[src/rtl/prime_scanner_pkg.sv]
// Shared types and constants for the prime range scanner.
// The detector and the scanner both work on 4-bit values (0..15).
package prime_scanner_pkg;

    localparam int PRIME_W       = 4;
    localparam int PRIME_MAX_CNT = 6;
    localparam int PRIME_CNT_W   = 3;
    localparam int PRIME_SPAN    = 1 << PRIME_W;

    typedef enum logic [1:0] {
        IDLE = 2'd0,
        SCAN = 2'd1,
        DONE = 2'd2
    } state_t;

    // A request is scannable only when the range is non-empty.
    function automatic logic range_valid(input logic [PRIME_W-1:0] lo,
                                         input logic [PRIME_W-1:0] hi);
        return (lo <= hi);
    endfunction

endpackage

[src/rtl/prime_scanner_if.sv]
// Request/result bundle between a scan requester and prime_scanner.
// The debug state field lets checkers observe the FSM directly.
interface prime_scanner_if;
    import prime_scanner_pkg::*;

    // start is a request qualified only while the scanner is IDLE (busy=0, done=0);
    // results (count, bitmap, err) are valid in the done cycle and held until the next accepted start.
    logic                   start;
    logic [PRIME_W-1:0]     lo;
    logic [PRIME_W-1:0]     hi;
    logic                   busy;
    logic                   done;
    logic                   err;
    logic [PRIME_W-1:0]     cur;
    logic [PRIME_CNT_W-1:0] count;
    logic [PRIME_SPAN-1:0]  bitmap;
    state_t                 state;

    modport master (
        output start,
        output lo,
        output hi,
        input  busy,
        input  done,
        input  err,
        input  cur,
        input  count,
        input  bitmap,
        input  state
    );

    modport slave (
        input  start,
        input  lo,
        input  hi,
        output busy,
        output done,
        output err,
        output cur,
        output count,
        output bitmap,
        output state
    );

endinterface

[src/rtl/prime_scanner_prime.sv]
// Existing combinational 4-bit prime detector: out=1 for 2, 3, 5, 7, 11, 13.
// Inputs are the value bits MSB-first (a is bit 3, d is bit 0).
module prime (
    input  logic a,
    input  logic b,
    input  logic c,
    input  logic d,
    output logic out
);

    assign out = (~a & ~b &  c)
               | (~a &  b &  d)
               | ( b & ~c &  d)
               | (~b &  c &  d);

endmodule

[src/rtl/prime_scanner.sv]
// Walks cur from lo to hi one value per cycle, recording which values are prime.
// Produces a one-cycle done pulse with count/bitmap/err held until the next request.
module prime_scanner
    import prime_scanner_pkg::*;
(
    input  logic            clk,
    input  logic            rst_n,
    prime_scanner_if.slave  bus
);

    localparam logic [1:0] ST_IDLE = IDLE;
    localparam logic [1:0] ST_SCAN = SCAN;
    localparam logic [1:0] ST_DONE = DONE;

    logic [1:0]             state_q;
    logic [PRIME_W-1:0]     cur_q;
    logic [PRIME_W-1:0]     hi_q;
    logic [PRIME_CNT_W-1:0] count_q;
    logic [PRIME_SPAN-1:0]  bitmap_q;
    logic                   err_q;
    logic                   is_prime;
    logic                   at_last;

    prime u_prime (
        .a   (cur_q[3]),
        .b   (cur_q[2]),
        .c   (cur_q[1]),
        .d   (cur_q[0]),
        .out (is_prime)
    );

    // hi is latched at acceptance so the end test ignores later input changes.
    assign at_last = (cur_q == hi_q);

    always_ff @(posedge clk or negedge rst_n) begin
        if (!rst_n) begin
            state_q  <= ST_IDLE;
            cur_q    <= '0;
            hi_q     <= '0;
            count_q  <= '0;
            bitmap_q <= '0;
            err_q    <= 1'b0;
        end else begin
            case (state_q)
                ST_IDLE: begin
                    if (bus.start) begin
                        count_q  <= '0;
                        bitmap_q <= '0;
                        if (range_valid(bus.lo, bus.hi)) begin
                            state_q <= ST_SCAN;
                            cur_q   <= bus.lo;
                            hi_q    <= bus.hi;
                            err_q   <= 1'b0;
                        end else begin
                            state_q <= ST_DONE;
                            err_q   <= 1'b1;
                        end
                    end
                end
                ST_SCAN: begin
                    if (is_prime) begin
                        bitmap_q[cur_q] <= 1'b1;
                        count_q         <= count_q + 3'd1;
                    end
                    // cur stays at hi on the last value so hi=15 never wraps to 0.
                    if (at_last) begin
                        state_q <= ST_DONE;
                    end else begin
                        cur_q <= cur_q + 4'd1;
                    end
                end
                ST_DONE: begin
                    state_q <= ST_IDLE;
                end
                default: begin
                    state_q <= ST_IDLE;
                end
            endcase
        end
    end

    assign bus.busy   = (state_q == ST_SCAN);
    assign bus.done   = (state_q == ST_DONE);
    assign bus.err    = err_q;
    assign bus.cur    = cur_q;
    assign bus.count  = count_q;
    assign bus.bitmap = bitmap_q;
    assign bus.state  = state_t'(state_q);

endmodule

[src/flat_wrapper.sv]
// flat-port wrapper written by rule: the top's interface ports become plain ports
module prime_scanner_flat import prime_scanner_pkg::*;
  (clk, rst_n, bus_start, bus_lo, bus_hi, bus_busy, bus_done, bus_err, bus_cur, bus_count, bus_bitmap, bus_state);
  prime_scanner_if bus_i ();
  input  logic clk;
  input  logic rst_n;
  input wire logic [$bits(bus_i.start)-1:0] bus_start;
  input wire logic [$bits(bus_i.lo)-1:0] bus_lo;
  input wire logic [$bits(bus_i.hi)-1:0] bus_hi;
  output wire logic [$bits(bus_i.busy)-1:0] bus_busy;
  output wire logic [$bits(bus_i.done)-1:0] bus_done;
  output wire logic [$bits(bus_i.err)-1:0] bus_err;
  output wire logic [$bits(bus_i.cur)-1:0] bus_cur;
  output wire logic [$bits(bus_i.count)-1:0] bus_count;
  output wire logic [$bits(bus_i.bitmap)-1:0] bus_bitmap;
  output wire logic [$bits(bus_i.state)-1:0] bus_state;
  assign bus_i.start = bus_start;
  assign bus_i.lo = bus_lo;
  assign bus_i.hi = bus_hi;
  assign bus_busy = bus_i.busy;
  assign bus_done = bus_i.done;
  assign bus_err = bus_i.err;
  assign bus_cur = bus_i.cur;
  assign bus_count = bus_i.count;
  assign bus_bitmap = bus_i.bitmap;
  assign bus_state = bus_i.state;
  prime_scanner u_core (.clk(clk), .rst_n(rst_n), .bus(bus_i));
endmodule
[config.mk]
export PLATFORM = sky130hd
export DESIGN_NAME = prime_scanner_flat
export DESIGN_NICKNAME = d
export VERILOG_FILES = /design/src/rtl/prime_scanner_pkg.sv /design/src/rtl/prime_scanner_if.sv /design/src/rtl/prime_scanner_prime.sv /design/src/rtl/prime_scanner.sv /design/src/flat_wrapper.sv
export SDC_FILE = /design/constraint.sdc
export NUM_CORES = 1
export LEC_CHECK = 0
export ABC_AREA = 1
export CELL_PAD_IN_SITES_DETAIL_PLACEMENT = 0
export CELL_PAD_IN_SITES_GLOBAL_PLACEMENT = 1
export CORE_MARGIN = 2
export CORE_UTILIZATION = 38
export CTS_BUF_LIST = sky130_fd_sc_hd__clkbuf_8
export CTS_CLUSTER_SIZE = 40
export DETAILED_ROUTE_END_ITERATION = 12
export PLACE_DENSITY_LB_ADDON = 0.1
export REMOVE_ABC_BUFFERS = 1
export SYNTH_ARGS = -nofsm -noshare
export SYNTH_HDL_FRONTEND = slang
export SYNTH_SLANG_ARGS = --single-unit
[constraint.sdc]
create_clock -name clk -period 1.65 [get_ports clk]
set_input_delay 0.2475 -clock clk [delete_from_list [all_inputs] [get_ports clk]]
set_output_delay 0.2475 -clock clk [all_outputs]
set_load 0.005 [all_outputs]
==> results.yml, run 1 <==
run_status:
  outcome: "complete, no violations"
timing:
  rsz0062_at_grt: "true"
  finalHoldViolCount: 0
  min_period_over_period_pct: 97.33
  fmax_mhz: 622.7
  tightest_slew_ns: 0.4769
  clock_skew_ns: 0.003934
  setup_violations: 0
  slew_headroom_pct: 68.16
  fin_crit_ns: 1.606
  drv_slew: 0
yosys:
  synth_edf_count: 0
  synth_area_per_cell_um2: 7.537
  synth-async-reset-ratio_pct: 100.0
  netlist.area_leader.share_pct: 39.06
  synth_warnings: 0
  syn_area_mm2: 0.001922
  syn_inst: 255
  synth_area_leaders: "dfrtp_1 39%, nand2_1 18%, nand3_1 6.8%"
  synthFlopType: "dfrtp_1"
  ys_ff_latch: 30
  yosysMostFrequentCell: "nand2_1"
  synth_top_area_cell: "dfrtp_1"
  synth_cell_types: 24
  yosysSeqAreaShare_pct: 39.06
  synth_common_cells: "94 x nand2_1, 30 x dfrtp_1, 27 x inv_1"
power_and_ir_drop:
  vdd_ir_drop_max_uv: 985.5
  p_leak_nw: 1.278
  p_seq_share_pct: 31.2
  swShare_pct: 44.26
  clkPwrFrac_pct: 13.2
  powerDensity_mw_per_mm2: 1586
  switchingPower_mw: 1.806
  comb_power_share_pct: 55.7
  cell_internal_pwr_mw: 2.275
floorplan:
  die_w_um: 75.12
  row_count: 25
  dieHeight_um: 75.12
  initial_utilization_pct: 40.16
  die-area_mm2: 0.005642
  fp.coreArea_mm2: 0.004786
  io_pins: 39
detailed_routing:
  via_count: 1752
  ant_nets: 0
  avgRoutedWirePerCell_um: 12.14
  dr.pass1.iters: 4
  drc: 0
  drt_iter0_drc: 84
  wl_mm: 4.612
  via_per_inst: 4.611
clocking:
  clk_latency_ns: 0.28
  cts-root-buf: "clkbuf_8"
  clkSinkCount: 30
  cts-htree-levels: 2
  cts_tree: "done"
  cts_buffers: 5
  clockBufferDepth: 2
  path_clk_slew_ns: 0.06
final_layout:
  final_cells: 380
  multiInputGateArea_um2: 954.7
  fin_nets: 333
  drive_gt1_share_pct: 20.13
  seqCellArea_um2: 754.5
  design_area_mm2: 0.002574
  antennaDiodeCount: 0
  n_fill_cell: 493
  synthToLayoutAreaGrowth_pct: 33.92
critical_path:
  worstPathRequired_ns: 1.40
  slowest_stage: "clkdlybuf4s50_1"
  worstPathArrival_ns: 1.36
  critPathTopFamily: "buffers and inverters"
  cp_num_buf_inv: 1
  crit_chain: "clkdlybuf4s50_1"
  max_stage_delay_ns: 0.56
  worstPathMaxFanout: 8
  crit_type: "flop to output port"
  start_kind: "flop"
  cp-end-kind: "output port"
global_routing:
  grt_pass1_vias: 1680
  grt_pass1_wl_mm: 7.997
  grt_max_degree: 31
  antenna_found_initial: 0
  grt_usage_pct: 18.45
  grt_overflow: 0
min_path:
  min_path_type: "input port to asynchronous set/reset pin"
placed_design:
  dpl_cell_area_mm2: 0.002439
  dp_cells: 370
  portBuffers: 38
  post-dp-hpwl_mm: 3.223
  place_congestion: 0.7398
job:
  drv_cap: 0
## worst reg2reg max path, delay by kind of cell (launching register included)
kind / cells / cell delay [ns]
buf+inv: 3 / 0.62
flops: 1 / 0.39
simple gates: 4 / 0.22
compound gates: 2 / 0.18
## power by group through the flow
| stage | registers [mW] | clock network, mW | logic, mW |
|---|---|---|---|
| after detailed placement | 1.28 | 0 | 2.20 |
| final | 1.27 | 0.538 | 2.27 |
| after global routing | 1.31 | 0.588 | 2.56 |
| after floorplan | 1.24 | 0 | 1.21 |
| after global placement | 1.28 | 0 | 2.20 |
| after CTS | 1.26 | 0.562 | 2.26 |
## placed cells by master, fill, tap and decap left out, types with 2 or more instances in the layout
master and count:
a21oi_2 9, o21ai_2 5, buf_6 2, nand3_2 2, nand3_1 26, clkbuf_8 5, ha_1 8, dfrtp_1 27
nand2_2 4, buf_4 24, inv_2 5, nor2_1 13, inv_1 29, o21a_1 2, o21ai_0 3, dfrtp_2 3
a21oi_1 9, clkdlybuf4s50_1 36, nand2_1 91
## path summary, 6_finish.rpt
path,end,from,slack [ns],cells after the start
min in group clk,u_core.bus.bitmap[6],u_core.bus.bitmap[6],0.49,2
max in group asynchronous,u_core.bus.cur[0],rst_n,0.97,2
hold / removal,u_core.hi_q[3],rst_n,0.37,2
setup / recovery,bus_cur[3],u_core.bus.cur[3],0.04,1
setup reg to reg,u_core.bus.cur[2],u_core.bus.state[0],0.13,9
hold reg to reg,u_core.bus.bitmap[6],u_core.bus.bitmap[6],0.49,2
## timing repair
action                     CTS  global route
pin swaps                    1             2
setup endpoints to repair    2            13
setup buffers                2             1
resized for setup            2            10
hold buffers                 0             0
## routing by layer
metal	global-route usage (%)	vias to the layer above	part of all wire, %
met4	5.357	0	0.89
met2	28.27	37	44
met5	0	-	0
met1	26.24	802	51
li1	-	908	-
met3	3.882	5	4.4
## stage by stage
step / setup slack (ns) / setup TNS, ns / total power, mW / hold WS, ns / util (%)
3_5_place_dp: -0.2312 / -2.086 / 3.483 / 0.4852 / 50.95
6_report: 0.04405 / 0 / 4.081 / 0.3670 / 53.78
3_3_place_gp: -0.1952 / -1.797 / 3.478 / 0.4770 / 50.95
2_1_floorplan: 0.1409 / 0 / 2.452 / -0.04809 / -
4_1_cts: 0.02612 / 0 / 4.086 / 0.3845 / 52.86
5_1_grt: -0.02504 / -0.04803 / 4.460 / 0.4139 / 53.78
## state kept, by name (all words and copies together) (netlist names)
register	cells
u_core.bus.bitmap	16
u_core.bus.state	2
u_core.hi_q	4
u_core.bus.err	1
u_core.bus.count	3
u_core.bus.cur	4
## cell type report
type / count / area share, %
multi-input cells: 180 / 37.09
clock inverters: 2 / 0.2917
flip-flops and latches: 30 / 29.31
repair buffers: 64 / 22.70
clock buffers: 5 / 2.674
inverters: 32 / 4.667
well taps: 67 / 3.257
## cells by family (layout without fill, tap and decap cells)
kind of cell,count (synthesis),count (layout),share of synthesized area [%]
adders and majority gates,9,9,5.859
and+or+nand+nor,141,141,31.19
xor gates and xnor gates,1,1,0.4558
AOI/OAI and AO/OA,29,29,10.94
buffers and inverters,45,103,12.50
DFF,30,30,39.06
Power figures use the tool's default switching activity.
==> run 2, diff against run 1 <==
CORE_UTILIZATION = 37   (was 38)
SKIP_LAST_GASP = 1   (was default)
SYNTH_HIERARCHICAL = 1   (was default)
==> run 2 against run 1 <==
  * Sequential power fell by 9%
  * First-iteration DRC count fell by 42%
  * Clock-buffer cell count did not move
  * Synthesized cell count fell by 24%
  * Worst hold slack got worse by 0.0059 ns
  * Critical path depth rose by 1
  * Largest cell class is now flip-flops and latches
  * Largest power group unchanged
==> results.yml, run 2 <==
run_status:
  outcome: "complete, no violations"
detailed_routing:
  dr.pass1.iters: 4
  drt_iter0_drc: 49
  ant_nets: 0
  wl_mm: 3.617
  drc: 0
  via_count: 1364
  avgRoutedWirePerCell_um: 12.14
  via_per_inst: 4.577
yosys:
  synth_top_area_cell: "dfrtp_1"
  synth_area_leaders: "dfrtp_1 48%, nand2_1 13%, ha_1 7.2%"
  syn_area_mm2: 0.001574
  synth_cell_types: 20
  synthFlopType: "dfrtp_1"
  syn_inst: 193
  synth_warnings: 6
  synth_common_cells: "55 x nand2_1, 30 x dfrtp_1, 22 x inv_1"
  yosysSeqAreaShare_pct: 47.69
  synth_edf_count: 0
  synth-async-reset-ratio_pct: 100.0
  synth_area_per_cell_um2: 8.155
  yosysMostFrequentCell: "nand2_1"
  ys_ff_latch: 30
  netlist.area_leader.share_pct: 47.69
placed_design:
  place_congestion: 0.7158
  dpl_cell_area_mm2: 0.002095
  post-dp-hpwl_mm: 2.798
  dp_cells: 290
  portBuffers: 38
  detailedPlace.worstSlack_ns: -0.1442
timing:
  fmax_mhz: 630.7
  drv_slew: 0
  min_period_over_period_pct: 96.09
  clock_skew_ns: 0.003477
  slew_headroom_pct: 74.06
  worst_slack_ns: 0.06454
  fin_crit_ns: 1.585
  setup_violations: 0
  tightest_slew_ns: 0.3890
  finalHoldViolCount: 0
  rsz0062_at_grt: "false"
global_routing:
  grt_overflow: 0
  grt_pass1_wl_mm: 6.182
  grt_usage_pct: 16.38
  grt_pass1_vias: 1360
  antenna_found_initial: 0
  grt_max_degree: 31
critical_path:
  worstPathMaxFanout: 11
  worstPathRequired_ns: 1.40
  cp-end-kind: "output port"
  crit_type: "flop to output port"
  start_kind: "flop"
  worstPathArrival_ns: 1.34
final_layout:
  finish.utilization_pct: 53.68
  synthToLayoutAreaGrowth_pct: 38.39
  layout_common_cells: "55 x nand2_1, 37 x clkdlybuf4s50_1, 29 x dfrtp_1"
  largest_reg_flops: 16
  final_common_cell: "nand2_1"
  fin_nets: 268
  design_area_mm2: 0.002178
  antennaDiodeCount: 0
  drive_gt1_share_pct: 15.32
  final_cells: 298
clocking:
  path_clk_slew_ns: 0.06
  postCtsHoldBufs: 0
  clockBufferDepth: 2
  cts_buffers: 5
  clkSinkCount: 30
  clk_latency_ns: 0.28
  cts_tree: "done"
  cts-root-buf: "clkbuf_8"
  cts-htree-levels: 2
power_and_ir_drop:
  p_leak_nw: 1.128
  swShare_pct: 40.50
  clkPwrFrac_pct: 14.4
  comb_power_share_pct: 53.9
  powerDensity_mw_per_mm2: 1675
  vdd_ir_drop_max_uv: 660.3
  p_seq_share_pct: 31.8
  cell_internal_pwr_mw: 2.172
  switchingPower_mw: 1.478
floorplan:
  initial_utilization_pct: 38.79
  io_pins: 39
  dieHeight_um: 69.23
  die_w_um: 69.23
  fp.coreArea_mm2: 0.004058
  row_count: 23
  die-area_mm2: 0.004792
min_path:
  min_path_type: "input port to asynchronous set/reset pin"
job:
  drv_cap: 0
[run 2: power groups by stage]
| stage | logic, mW | registers, mW | clock network (mW) |
|---|---|---|---|
| final | 1.97 | 1.16 | 0.525 |
| after global routing | 2.19 | 1.20 | 0.582 |
| after CTS | 1.97 | 1.16 | 0.546 |
| after detailed placement | 1.98 | 1.17 | 0 |
| after global placement | 1.95 | 1.16 | 0 |
| after floorplan | 1.01 | 1.22 | 0 |
[run 2: routing by layer]
layer  vias up  routed length (um)  GRT usage, %
met5         -                   0             0
met4         0                  34         6.536
met3         5                 155         4.942
met2        27                1867         29.06
met1       615                1560         18.25
li1        717                   -             -
[run 2: path summary, 6_finish.rpt]
kind / cells after the start / to / start / slack [ns]
min in group clk: 2 / u_core/bus.err / u_core/bus.err / 0.48
worst min-delay path: 2 / u_core/bus.state[1] / rst_n / 0.36
max in group asynchronous: 2 / u_core/bus.cur[1] / rst_n / 0.99
worst max-delay path: 2 / bus_cur[2] / u_core/bus.cur[2] / 0.06
worst min register to register: 2 / u_core/bus.err / u_core/bus.err / 0.48
worst max register to register: 11 / u_core/bus.bitmap[7] / u_core/bus.cur[1] / 0.20
[run 2: per-stage QoR]
stage,total power [mW],setup TNS [ns],hold WS (ns)
floorplan,2.234,0,-0.04809
global placement,3.114,-0.6282,0.4654
detailed placement,3.153,-1.062,0.4731
CTS,3.682,0,0.3684
global route,3.974,0,0.3989
finish,3.650,0,0.3611
[run 2: cell type report]
cell class / instances / area (um2)
clock buffer: 5 / 68.82
clock inverter: 2 / 7.507
fill: 392 / 1879
inverter: 28 / 105.1
multi-input combinational: 129 / 683.2
sequential: 30 / 752.0
tap: 50 / 62.56
timing repair buffer: 54 / 499.2
[run 2: worst max-delay path, stage by stage (launching register included)]
cell and delay (ns):
dfrtp_1 0.36, buf_4 0.18, clkdlybuf4s50_1 0.52
[run 2: kinds of logic after synthesis]
group                    Yosys count  share of synthesized area, %
AND/OR/NAND/NOR                   91                         25.28
buffers and inverters             34                         8.903
flip-flops                        30                         47.69
AO/OA/AOI/OAI                     27                         9.857
adder cells (fa/ha/maj)            9                         7.154
XOR/XNOR                           2                         1.113
[run 2: what timing repair did]
action,4_1_cts,5_1_grt
gates resized for setup,1,1
setup buffers,0,1
setup endpoints to repair,1,2
==> run 3, diff against run 2 <==
ABC_CLOCK_PERIOD_IN_PS = 1650   (was default)
REMOVE_ABC_BUFFERS = default   (was 1)
==> run 3 against run 2 <==
  * Sequential power barely moved
  * Via count increased by 6.5%
  * Fmax hardly changed
  * Critical path type unchanged
  * Global-route usage is 0.49 points higher
  * Largest power group unchanged
  * First-iteration DRC count is 4.1% lower
  * Clock skew is essentially flat
  * Largest cell class unchanged
  * Highest routed layer unchanged
==> results.yml, run 3 (synthesis gave the netlist of run 2 again) <==
run_status:
  outcome: "complete, no violations"
placed_design:
  portBuffers: 38
  dpl_cell_area_mm2: 0.002117
  post-dp-hpwl_mm: 2.903
  place_congestion: 0.7522
global_routing:
  grt_usage_pct: 16.88
  grt_max_degree: 31
  grt_pass1_vias: 1414
  antenna_found_initial: 0
  grt_overflow: 0
  grt_pass1_wl_mm: 6.403
detailed_routing:
  drt_iter0_drc: 47
  dr.pass1.iters: 4
  avgRoutedWirePerCell_um: 12.90
  drc: 0
  via_per_inst: 4.780
  wl_mm: 3.921
  via_count: 1453
  ant_nets: 0
final_layout:
  synthToLayoutAreaGrowth_pct: 43.80
  largest_reg_flops: 16
  layout_common_cells: "54 x nand2_1, 37 x clkdlybuf4s50_1, 29 x dfrtp_1"
  multiInputGateArea_um2: 719.4
  finish.utilization_pct: 55.78
  design_area_mm2: 0.002263
  n_fill_cell: 393
  final_common_cell: "nand2_1"
  drive_gt1_share_pct: 18.50
  fin_nets: 273
  seqCellArea_um2: 752.0
  antennaDiodeCount: 0
floorplan:
  row_count: 23
  dieHeight_um: 69.23
  io_pins: 39
  die_w_um: 69.23
  die-area_mm2: 0.004792
  initial_utilization_pct: 38.79
  fp.coreArea_mm2: 0.004058
min_path:
  min_path_type: "input port to asynchronous set/reset pin"
clocking:
  cts-htree-levels: 2
  clk_latency_ns: 0.28
  clockBufferDepth: 2
  cts_buffers: 5
  postCtsHoldBufs: 0
  cts-root-buf: "clkbuf_8"
  cts_tree: "done"
  clkSinkCount: 30
  path_clk_slew_ns: 0.06
timing:
  clock_skew_ns: 0.003715
  fin_crit_ns: 1.584
  rsz0062_at_grt: "false"
  setup_violations: 0
  slew_headroom_pct: 74.25
  tightest_slew_ns: 0.3863
  fmax_mhz: 631.3
  finalHoldViolCount: 0
  drv_slew: 0
  whs_ns: 0.3555
  min_period_over_period_pct: 96.00
power_and_ir_drop:
  vdd_ir_drop_max_uv: 707.5
  powerDensity_mw_per_mm2: 1711
  p_leak_nw: 1.159
critical_path:
  max_stage_delay_ns: 0.51
  worstPathRequired_ns: 1.40
  start_kind: "flop"
  rr_endpoint: "u_core/bus.bitmap[15]"
  regToRegStartpoint: "u_core/bus.cur[2]"
  worstPathArrival_ns: 1.34
  worstPathMaxFanout: 11
  cp_num_buf_inv: 2
  slowest_stage: "clkdlybuf4s50_1"
  crit_type: "flop to output port"
  crit_chain: "buf_6 -> clkdlybuf4s50_1"
  r2r_cells: 11
  critPathTopFamily: "buffers and inverters"
  r2r_slack_ns: 0.14
  cp-end-kind: "output port"
yosys:
  synth_fp_nets: 213
job:
  drv_cap: 0
[run 3: cell count changes in the layout (fill, tap and decap cells not counted), sizes merged]
cell	before	now
buf	16	20
nand2	60	61
clkinv	0	1
inv	30	29
clkbuf	5	6
[run 3: stage by stage]
stage / cells / power (mW) / setup WS (ns) / setup TNS, ns
CTS: 302 / 3.844 / 0.02232 / 0
finish: 304 / 3.874 / 0.06603 / 0
global placement: 293 / 3.155 / -0.1114 / -0.7217
detailed placement: 293 / 3.198 / -0.1924 / -1.448
global route: 304 / 4.192 / 0.004756 / 0
floorplan: 193 / 2.298 / 0.3054 / 0
[run 3: layout make-up]
cell class	instances	share of cell area (%)
multi-input cells	130	31.79
clock inverters	2	0.3870
inverters	28	4.643
flip-flops and latches	30	33.22
well taps	50	2.764
clock buffers	6	3.648
repair buffers	58	23.55
[run 3: worst max-delay path by stage]
stage / from / end / slack, ns / cells after the start
floorplan: u_core/bus.cur[1] / u_core/bus.bitmap[4] / 0.31 / 11
global placement: bus_hi[2] / u_core/bus.cur[0] / -0.11 / 12
detailed placement: bus_hi[1] / u_core/bus.cur[0] / -0.19 / 12
CTS: u_core/bus.cur[2] / bus_cur[2] / 0.02 / 2
global route: bus_hi[2] / u_core/bus.cur[2] / 0.005 / 12
finish: u_core/bus.cur[2] / bus_cur[2] / 0.07 / 2
[run 3: worst reg2reg max path: stages, from the launching register on]
cell and delay (ns):
dfrtp_1 0.38, inv_1 0.08, nand2_1 0.06, nand2_1 0.05, nand2_1 0.10, inv_1 0.05, inv_1 0.11, nor2_4 0.06
nor2_2 0.25, nor2_1 0.07, a21oi_1 0.13, nor2_1 0.05
[run 3: metal layers]
| metal | vias up | global-route usage [%] | routed length, um |
|---|---|---|---|
| met5 | - | 0 | 0 |
| met4 | 0 | 5.882 | 46 |
| met3 | 5 | 4.070 | 146 |
| met2 | 32 | 30.24 | 2008 |
| met1 | 690 | 19.55 | 1720 |
| li1 | 726 | - | - |
[run 3: power breakdown]
part | switching [mW] | internal, mW | total [mW]
Sequential | 0.172 | 0.984 | 1.16
Combinational | 1.15 | 0.962 | 2.11
Clock | 0.275 | 0.330 | 0.605
[run 3: repair_timing]
item | 4_1_cts | 5_1_grt
endpoints found under the hold margin | 0 | 0
pin swaps | 0 | 2
setup endpoints to repair | 1 | 8
gates resized for setup | 3 | 5
cloned | 0 | 1
buffers inserted | 1 | 1
